==> src/rtl/proc_pkg.sv <==
// ============================================================================
//  Module      : proc_pkg
//  Description : Shared phase-sequencer types and defaults.
//  Revision    : 1.0 - initial release
// ============================================================================
`default_nettype none

package proc_pkg;

    typedef enum logic [2:0] {
        S_F    = 3'd0,
        S_E    = 3'd1,
        S_M    = 3'd2,
        S_W    = 3'd3,
        S_HALT = 3'd4
    } phase_state_t;

    localparam int TIMEOUT_DEFAULT = 16;

endpackage

`default_nettype wire

==> src/rtl/proc_phase_gen_edge_detect.sv <==
// ============================================================================
//  Module      : edge_detect
//  Description : Flags any level change of din relative to the previous cycle.
//  Revision    : 1.0 - initial release
// ============================================================================
`default_nettype none

module edge_detect (
    input  logic clk,
    input  logic reset,
    input  logic din,
    output logic edge_pulse
);

    logic d_q;

    always_ff @(posedge clk) begin
        if (reset) begin
            d_q <= 1'b0;
        end else begin
            d_q <= din;
        end
    end

    assign edge_pulse = (din != d_q);

endmodule

`default_nettype wire

==> src/rtl/proc_phase_gen.sv <==
// ============================================================================
//  Module      : proc_phase_gen
//  Description : Turns divider edges into fetch/exec/mem/wb strobes, with
//                halt/step control, a divider-loss watchdog and an optional
//                retired-instruction counter (PHASE_GEN_RETIRE_CNT_EN).
//  Revision    : 1.0 - initial release
// ============================================================================
`default_nettype none

module proc_phase_gen
    import proc_pkg::*;
#(
    parameter int TIMEOUT = TIMEOUT_DEFAULT,
    parameter int CNT_W   = 32
) (
    input  logic             clk,
    input  logic             reset,
    input  logic             div_clk,
    input  logic             halt_req,
    input  logic             step_req,
    output logic             ph_fetch,
    output logic             ph_exec,
    output logic             ph_mem,
    output logic             ph_wb,
    output logic             halted,
    output logic             div_lost
`ifdef PHASE_GEN_RETIRE_CNT_EN
    ,
    output logic [CNT_W-1:0] retired_cnt
`endif
);

    localparam int WD_W = $clog2(TIMEOUT + 1);
    localparam logic [WD_W-1:0] c_wd_max = WD_W'(TIMEOUT);

    logic            w_edge;
    phase_state_t    r_state;
    logic            r_step_pend;
    logic            r_ph_fetch;
    logic            r_ph_exec;
    logic            r_ph_mem;
    logic            r_ph_wb;
    logic [WD_W-1:0] r_wd_cnt;
    logic [WD_W-1:0] w_wd_next;
    logic            r_div_lost;
    logic            w_exit_halt;

    edge_detect u_edge_detect (
        .clk        (clk),
        .reset      (reset),
        .din        (div_clk),
        .edge_pulse (w_edge)
    );

    assign w_exit_halt = (r_state == S_HALT) && w_edge && (!halt_req || r_step_pend);

    always_ff @(posedge clk) begin
        if (reset) begin
            r_state    <= S_F;
            r_ph_fetch <= 1'b0;
            r_ph_exec  <= 1'b0;
            r_ph_mem   <= 1'b0;
            r_ph_wb    <= 1'b0;
        end else begin
            r_ph_fetch <= 1'b0;
            r_ph_exec  <= 1'b0;
            r_ph_mem   <= 1'b0;
            r_ph_wb    <= 1'b0;
            case (r_state)
                S_F: if (w_edge) begin
                    r_ph_fetch <= 1'b1;
                    r_state    <= S_E;
                end
                S_E: if (w_edge) begin
                    r_ph_exec <= 1'b1;
                    r_state   <= S_M;
                end
                S_M: if (w_edge) begin
                    r_ph_mem <= 1'b1;
                    r_state  <= S_W;
                end
                S_W: if (w_edge) begin
                    r_ph_wb <= 1'b1;
                    r_state <= halt_req ? S_HALT : S_F;
                end
                S_HALT: if (w_exit_halt) begin
                    r_ph_fetch <= 1'b1;
                    r_state    <= S_E;
                end
                default: r_state <= S_F;
            endcase
        end
    end

    // A step request arriving on the exit edge is absorbed by that exit.
    always_ff @(posedge clk) begin
        if (reset) begin
            r_step_pend <= 1'b0;
        end else if (w_exit_halt) begin
            r_step_pend <= 1'b0;
        end else if (step_req && (r_state == S_HALT)) begin
            r_step_pend <= 1'b1;
        end
    end

    assign w_wd_next = w_edge ? '0 :
                       (r_wd_cnt == c_wd_max) ? c_wd_max : r_wd_cnt + WD_W'(1);

    always_ff @(posedge clk) begin
        if (reset) begin
            r_wd_cnt   <= '0;
            r_div_lost <= 1'b0;
        end else begin
            r_wd_cnt <= w_wd_next;
            if (w_wd_next == c_wd_max) begin
                r_div_lost <= 1'b1;
            end
        end
    end

`ifdef PHASE_GEN_RETIRE_CNT_EN
    logic [CNT_W-1:0] r_retired_cnt;

    always_ff @(posedge clk) begin
        if (reset) begin
            r_retired_cnt <= '0;
        end else if (r_ph_wb) begin
            r_retired_cnt <= r_retired_cnt + CNT_W'(1);
        end
    end

    assign retired_cnt = r_retired_cnt;
`else
    // Retire counter not built.
`endif

    assign ph_fetch = r_ph_fetch;
    assign ph_exec  = r_ph_exec;
    assign ph_mem   = r_ph_mem;
    assign ph_wb    = r_ph_wb;
    assign halted   = (r_state == S_HALT);
    assign div_lost = r_div_lost;

endmodule

`default_nettype wire

==> config.mk <==
export PLATFORM = sky130hd
export DESIGN_NAME = proc_phase_gen
export DESIGN_NICKNAME = d
export VERILOG_FILES = /design/src/rtl/proc_pkg.sv /design/src/rtl/proc_phase_gen_edge_detect.sv /design/src/rtl/proc_phase_gen.sv
export SDC_FILE = /design/constraint.sdc
export NUM_CORES = 1
export LEC_CHECK = 0
export CORE_AREA = 8 8 46 48
export DETAILED_ROUTE_END_ITERATION = 10
export DIE_AREA = 0 0 54 56
export PLACE_DENSITY_LB_ADDON = 0.08
export SLEW_MARGIN = 20
export SYNTH_ARGS = -nofsm -noshare
export SYNTH_HDL_FRONTEND = slang
export SYNTH_HIERARCHICAL = 1
export SYNTH_SLANG_ARGS = --single-unit
==> constraint.sdc <==
create_clock -name clk -period 2.9 [get_ports clk]
set_clock_uncertainty 0.2 [all_clocks]
set_input_delay 0.58 -clock clk [delete_from_list [all_inputs] [get_ports clk]]
set_output_delay 0.58 -clock clk [all_outputs]
set_load 0.05 [all_outputs]
* Word level (Yosys, flattened, before mapping)
Cells that the tools add are included.
Storage, ports and cells: register bits 15, input port bits 5, logic and storage cells 48
Operators by class: bitwise logic cells 3, reduce and logical (&&, ||, !) cells 11, $add $sub $neg 1, mux-type cells 12, eq/ne operators 12
Operators with widths (count):
- $mux 3 | 6
- $pmux 3 s5 | 1
- $eq 5x5->1 const B | 2
- $mux 5 | 2
- $ne 2x2->1 const B | 4
- $reduce_or 2->1 | 4
- $eq 3x2->1 const B | 2
- $add 5x1->5 const B | 1
- $reduce_and 5->1 | 1
- $eq 3x1->1 const B | 1
- $eq 3x3->1 const B | 1
- $logic_and 1x1->1 | 3
- $logic_not 3->1 | 1
- $not 1->1 | 3
- $mux 1 | 2
- $ne 2x1->1 const B | 1
- $pmux 1 s2 | 1
- $logic_not 1->1 | 1
- $logic_or 1x1->1 | 1
- $ne 1x1->1 | 1

* Longest topological paths before layout
Gate-level depths: netlist (run 1).
depth in word-level cells 5, gate-level depth with buffers 6

* By module
Netlist (run 1), hierarchy kept.
By module, submodules not included:
- proc_phase_gen | instances 1, seq. area each 280.3 sq um, area each 594.3 sq um, cells an instance 62
- edge_detect | instances 1, seq. area each 20.0 sq um, area each 35.0 sq um, cells an instance 3

* Worst setup path after synthesis (run 1)
OpenSTA, ideal clock, no wires.
path type input to register, start in div_clk, end reg r_div_lost (netlist: div_lost), required time 2.625 ns, setup time 0.075 ns, cell stages on the path 4, arrival 1.452 ns, slack 1.173 ns, buffers on the path 1, cells stage by stage xor2_1 -> buf_4 -> or4_1 -> o22ai_1
On the way: longest elaborated chain between the ends 3
Ends and longest elaborated chain:
- from (decl) | line proc_phase_gen.sv:18 | input logic div_clk,
- $ne 1x1->1 | line proc_phase_gen_edge_detect.sv:25 | assign edge_pulse = (din != d_q);
- $mux 5 | line proc_phase_gen.sv:106 | assign w_wd_next = w_edge ? '0 :
- $eq 5x5->1 | line proc_phase_gen.sv:115 | if (w_wd_next == c_wd_max) begin
- to (signal assigned) | line proc_phase_gen.sv:112 | r_div_lost <= 1'b0;
- to (signal assigned) | line proc_phase_gen.sv:116 | r_div_lost <= 1'b1;
- to (decl) | line proc_phase_gen.sv:45 | logic r_div_lost;
No other way between the ends. A chain may end at the register's enable or synchronous reset.

* Final worst setup path (run 1)
start reg r_state[1], end out halted
On the way: longest elaborated chain between the ends 1
Ends and longest elaborated chain:
- from (decl) | line proc_phase_gen.sv:37 | phase_state_t r_state;
- from (signal assigned) | line proc_phase_gen.sv:84 | r_state <= halt_req ? S_HALT : S_F;
- $eq 3x3->1 | line proc_phase_gen.sv:141 | assign halted = (r_state == S_HALT);
- to (decl) | line proc_phase_gen.sv:25 | output logic halted,
No other way between the ends.

==> results of run 1 <==
layout make-up:
type / count / area [um^2]
inverters: 5 / 18.8
well taps: 16 / 20.0
repair buffers: 11 / 108
flip-flops and latches: 15 / 300
multi-input cells: 43 / 299
clock buffers: 4 / 26.3
fillers: 140 / 664
worst max-delay path, stage by stage, from the launching register on:
cell             delay [ns]
dfxtp_1                0.37
nor2_1                 0.12
nand2_1                0.07
inv_1                  0.12
clkdlybuf4s50_1        0.82
placed cells by master (no fill, tap or decap), types with 2 or more instances in the layout:
cell	instances
nor2_1	6
clkbuf_4	3
nand2_1	3
ha_1	2
xnor2_1	3
inv_1	5
clkdlybuf4s50_1	10
nor4b_1	2
nor2b_1	2
a21oi_1	2
nor3_1	3
dfxtp_1	15
xor2_1	3
sequential cells by signal, indices dropped and copies added, names as in the netlist:
signal / cells
div_lost: 1
ph_exec: 1
u_edge_detect/d_q: 1
ph_wb: 1
r_step_pend: 1
ph_mem: 1
r_wd_cnt: 5
r_state: 3
ph_fetch: 1
how the worst max path moves through the flow:
stage / to / slack, ns / cells after the start
floorplan: div_lost$_SDFFE_PP0N_ / 1.17 / 4
finish: halted / 0.34 / 4
CTS: halted / 0.34 / 4
detailed placement: r_state[2]$_SDFFE_PP0P_ / 0.58 / 6
global route: halted / 0.26 / 4
global placement: r_state[2]$_SDFFE_PP0P_ / 0.59 / 6
stage by stage:
step / cells / setup WS, ns / hold slack (ns) / instance area (um^2) / utilization
2_1_floorplan: 65 / 1.17 / 0.241 / 629 / -
3_3_place_gp: 90 / 0.586 / 0.260 / 746 / 0.519
5_1_grt: 94 / 0.257 / 0.319 / 772 / 0.537
6_report: 94 / 0.338 / 0.275 / 772 / 0.537
4_1_cts: 94 / 0.335 / 0.281 / 772 / 0.537
3_5_place_dp: 90 / 0.580 / 0.267 / 746 / 0.519
routing by layer:
layer / up-vias / share of wire / GRT usage / routed length, um
li1: 252 / - / - / -
met1: 203 / 0.54 / 0.119 / 600
met2: 11 / 0.36 / 0.0896 / 394
met3: 4 / 0.075 / 0.0401 / 83
met4: 0 / 0.024 / 0.0423 / 26
met5: - / 0 / 0 / 0
power groups by stage:
stage	Clock (mW)	Combinational [mW]	Sequential (mW)
after floorplan	0	0.0354	0.242
after global placement	0	0.0666	0.232
after detailed placement	0	0.0663	0.232
after CTS	0.126	0.0665	0.227
after global routing	0.136	0.0733	0.229
final	0.121	0.0661	0.227
kinds of logic (layout without fill, tap and decap cells):
logic type               count (synthesis)  in the layout  synth area share
flip-flops                              15             15             0.477
adder cells (fa/ha/maj)                  2              2            0.0398
XOR/XNOR                                 6              6            0.0835
AND/OR/NAND/NOR                         24             24             0.229
AO/OA/AOI/OAI                           11             11             0.123
buffers and inverters                    7             20            0.0477
==> results_dict.tcl, run 1 <==
set metrics [dict create \
    ys_seq_elements 15 \
    synth-async-reset-ratio 0 \
    dp_hpwl_um 839 \
    clock_power_share 0.293 \
    numPortBuffers 10 \
    finalHoldViolations 0 \
    hold_depth 2 \
    drc 0 \
    min_path_type "reg -> reg" \
    grt_max_degree 15 \
    overflow 0 \
    drv_slew 0 \
    switchingPower_mw 0.114 \
    initial_utilization 0.438 \
    critPathKind "reg -> out" \
    power_mw 0.414 \
    drt_wl_total_mm 1.10 \
    yosys.area.top_type "dfxtp_1" \
    wl_per_cell_um 11.7 \
    ys_top_cells_by_count "dfxtp_1 (15), nor2_1 (6), inv_1 (5)" \
    final.period_utilization 0.883 \
    max_freq_mhz 390 \
    r2r_slack_ns 1.15 \
    postCtsSetupBuffers 0 \
    worst_pin_slew_ns 0.515 \
    yosysWarnings 6 \
    clkLatencyLatePin_ns 0.28 \
    power_leakage_nw 0.286 \
    setup_viol 0 \
    endpoint_kind "output pin" \
    worstReg2RegStart "r_wd_cnt[0]$_SDFF_PP0_" \
    rsz0062_at_grt "false" \
    ioPinCount 11 \
    comb_power_share 0.160 \
    required_ns 2.12 \
    die_w_um 54 \
    drt-pass1-iter-count 4 \
    syn_to_final_growth_pct 22.7 \
    dr.first_iter.drc_count 17 \
    routabilityCongestion 0.825 \
    maxCapViolations 0 \
    via_per_inst 5.00 \
    antenna_found_initial 0 \
    ctsHoldBuffers 0 \
    post_synth_num_cell_types 30 \
    yosysMostFrequentCell "dfxtp_1" \
    cp_max_fo 7 \
    num_vias 470 \
    synthFlopType "dfxtp_1" \
    period_needed_ns 2.56 \
    ir_drop_mv 0.267 \
    cts-resized-gates 0 \
    synthesis.nets 72 \
    track_usage 0.0811 \
    cts.clk_slew.worst_paths_ns 0.09 \
    synthTopCellsByArea "dfxtp_1 (48%), xnor2_1 (4.2%), xor2_1 (4.2%)" \
    syn_area_um2 629 \
    diodes 0 \
    grt_pass1_wl_mm 1.86 \
    hold_start "div_lost$_SDFFE_PP0N_" \
    clock_sinks 15 \
    worstPathArrival_ns 1.78 \
    h-tree-depth 1 \
    yosysTopAreaCellShare 0.477 \
    nNetsFinal 86 \
    cts_tree "yes" \
    p_per_area_nw_per_um2 536 \
    final.setup.tns_ns 0 \
    die_h_um 56 \
    grt_pass1_vias 431 \
    switching_share 0.274 \
    core_um2 1440 \
    syn_inst 65 \
    die_area_um2 3020 \
    num_rows 14 \
    cts_buffers 3 \
    startpoint "r_state[1]$_SDFFE_PP0P_" \
    cp-start-kind "flip-flop" \
    drive_gt1_frac 0.0769 \
    r2r_end "div_lost$_SDFFE_PP0N_" \
    synth-edff-count 0 \
    yosysSeqAreaShare 0.477 \
    status "complete, no violations" \
    slew_headroom 0.655 \
    root_buffer "clkbuf_4" \
    ff2ff_path_depth 5 \
    avgSynthCellArea_um2 9.68 \
    worstHoldEndpoint "div_lost$_SDFFE_PP0N_" \
    drtAntennaViolNets 0 \
    clockBufferDepth 2 \
    p_seq_frac 0.548 \
    p_int_mw 0.300 \
]
(Power assumes the default switching activity.)
==> run 2: changes to the inputs <==
- SYNTH_HIERARCHICAL: 1 -> default
==> results_dict.tcl, run 2 <==
set metrics [dict create \
    final.setup.tns_ns 0 \
    cp-start-kind "flip-flop" \
    mostFrequentLayoutCell "dfxtp_1" \
    slew_headroom 0.664 \
    numPortBuffers 10 \
    clkLatencyLatePin_ns 0.27 \
    postCtsSetupBuffers 0 \
    final_cell_mix "dfxtp_1 (15), clkdlybuf4s50_1 (10), nor3_1 (8), inv_1 (6), nor2_1 (5)" \
    synthAdderAreaFrac 0.0394 \
    synth-async-reset-ratio 0 \
    via_per_inst 4.77 \
    timing.hold.ws_ns 0.284 \
    clock_sinks 15 \
    period_needed_ns 2.68 \
    largest_registers "r_wd_cnt: 5 flops, r_state: 3 flops" \
    drc 0 \
    yosysMostFrequentCell "dfxtp_1" \
    final_util 0.545 \
    num_vias 458 \
    post_synth_num_cell_types 27 \
    drt-pass1-iter-count 4 \
    num_rows 14 \
    cts-resized-gates 0 \
    die_area_um2 3020 \
    status "complete, no violations" \
    synthTopCellsByArea "dfxtp_1 (47%), nor3_1 (6.3%), xnor2_1 (4.1%)" \
    initial_utilization 0.442 \
    worst_pin_slew_ns 0.503 \
    grt_pass1_wl_mm 1.95 \
    yosysTopAreaCellShare 0.473 \
    syn_inst 66 \
    dr.first_iter.drc_count 11 \
    cts_tree "yes" \
    h-tree-depth 1 \
    die_h_um 56 \
    min_path_type "reg -> reg" \
    die_w_um 54 \
    cp_max_fo 4 \
    track_usage 0.0823 \
    synth-edff-count 0 \
    core_um2 1440 \
    fin_ws_ns 0.218 \
    final.period_utilization 0.925 \
    root_buffer "clkbuf_4" \
    place_ws_ns 0.510 \
    yosysWarnings 0 \
    endpoint_kind "output pin" \
    ctsHoldBuffers 0 \
    max_freq_mhz 373 \
    drtAntennaViolNets 0 \
    synthFlopType "dfxtp_1" \
    synth_top_family_by_area "simple AND/OR/NAND/NOR gates" \
    antenna_found_initial 0 \
    p_per_area_nw_per_um2 516 \
    critPathKind "reg -> out" \
    ys_seq_elements 15 \
    drt_wl_total_mm 1.10 \
    overflow 0 \
    largest_register "r_wd_cnt" \
    maxCapViolations 0 \
    cts.clk_slew.worst_paths_ns 0.09 \
    synth-xor-area-share 0.0947 \
    yosysSeqAreaShare 0.473 \
    syn_to_final_growth_pct 23.5 \
    routabilityCongestion 0.846 \
    ioPinCount 11 \
    largest_register_ffs 5 \
    required_ns 2.12 \
    avgSynthCellArea_um2 9.61 \
    power_leakage_nw 0.269 \
    synth_simple_gate_area_frac 0.235 \
    setup_viol 0 \
    power_mw 0.404 \
    nNetsFinal 88 \
    dp_hpwl_um 815 \
    worstPathArrival_ns 1.90 \
    ys_top_cells_by_count "dfxtp_1 (15), nor3_1 (8), inv_1 (6), nor2_1 (5), xnor2_1 (3)" \
    syn_area_um2 634 \
    grt_pass1_vias 442 \
    clockBufferDepth 2 \
    diodes 0 \
    yosys.area.top_type "dfxtp_1" \
    finalHoldViolations 0 \
    synth_compound_area_frac 0.114 \
    grt_max_degree 9 \
    rsz0062_at_grt "false" \
    ir_drop_mv 0.300 \
    drv_slew 0 \
    wl_per_cell_um 11.4 \
    drive_gt1_frac 0.113 \
    synthesis.nets 73 \
    synthMuxAreaShare 0 \
    cts_buffers 3 \
]
-- run 2: cells by family after synthesis --
kind of cell / count (synthesis)
xor gates and xnor gates: 6
AOI/OAI and AO/OA: 9
buffers and inverters: 7
adders and majority gates: 2
DFF: 15
and+or+nand+nor: 27
-- run 2: worst paths after layout --
path                            slack, ns                     start                    end  cells past startpoint
worst min register to register       0.28  r_step_pend$_SDFFE_PP0P_    ph_fetch$_SDFF_PP0_                      2
worst max-delay path                 0.22   r_state[1]$_SDFFE_PP0P_                 halted                      3
worst min-delay path                 0.28  r_step_pend$_SDFFE_PP0P_    ph_fetch$_SDFF_PP0_                      2
worst max register to register       1.18    r_wd_cnt[0]$_SDFF_PP0_  div_lost$_SDFFE_PP0N_                      5
-- run 2: per-stage QoR --
stage / std cells / area [um^2]
after global routing: 96 / 783
after global placement: 92 / 757
after floorplan: 66 / 634
final: 96 / 783
after CTS: 96 / 783
after detailed placement: 92 / 757
-- run 2: report_power, final --
| group | internal (mW) | total (mW) | switching [mW] |
|---|---|---|---|
| logic | 0.0290 | 0.0645 | 0.0355 |
| clock network | 0.0532 | 0.116 | 0.0628 |
| registers | 0.215 | 0.224 | 0.00845 |
| total | 0.298 | 0.404 | 0.107 |
-- run 2: final cells by class --
cell class / count / area, um^2
fill: 128 / 653
multi-input combinational: 44 / 307
sequential: 15 / 300
timing repair buffer: 11 / 108
clock buffer: 4 / 26.3
inverter: 6 / 22.5
tap: 16 / 20.0
-- run 2: metal layers --
| layer | GRT usage | share of wire | vias up |
|---|---|---|---|
| met4 | 0.0423 | 0.012 | 0 |
| met5 | 0 | 0 | - |
| met1 | 0.112 | 0.52 | 192 |
| li1 | - | - | 254 |
| met3 | 0.0267 | 0.072 | 2 |
| met2 | 0.109 | 0.39 | 10 |
-- run 2: critical path: stages (launching register included) --
cell and delay, ns:
dfxtp_1 0.35, or2_1 0.28, nor2_1 0.17, clkdlybuf4s50_1 0.83
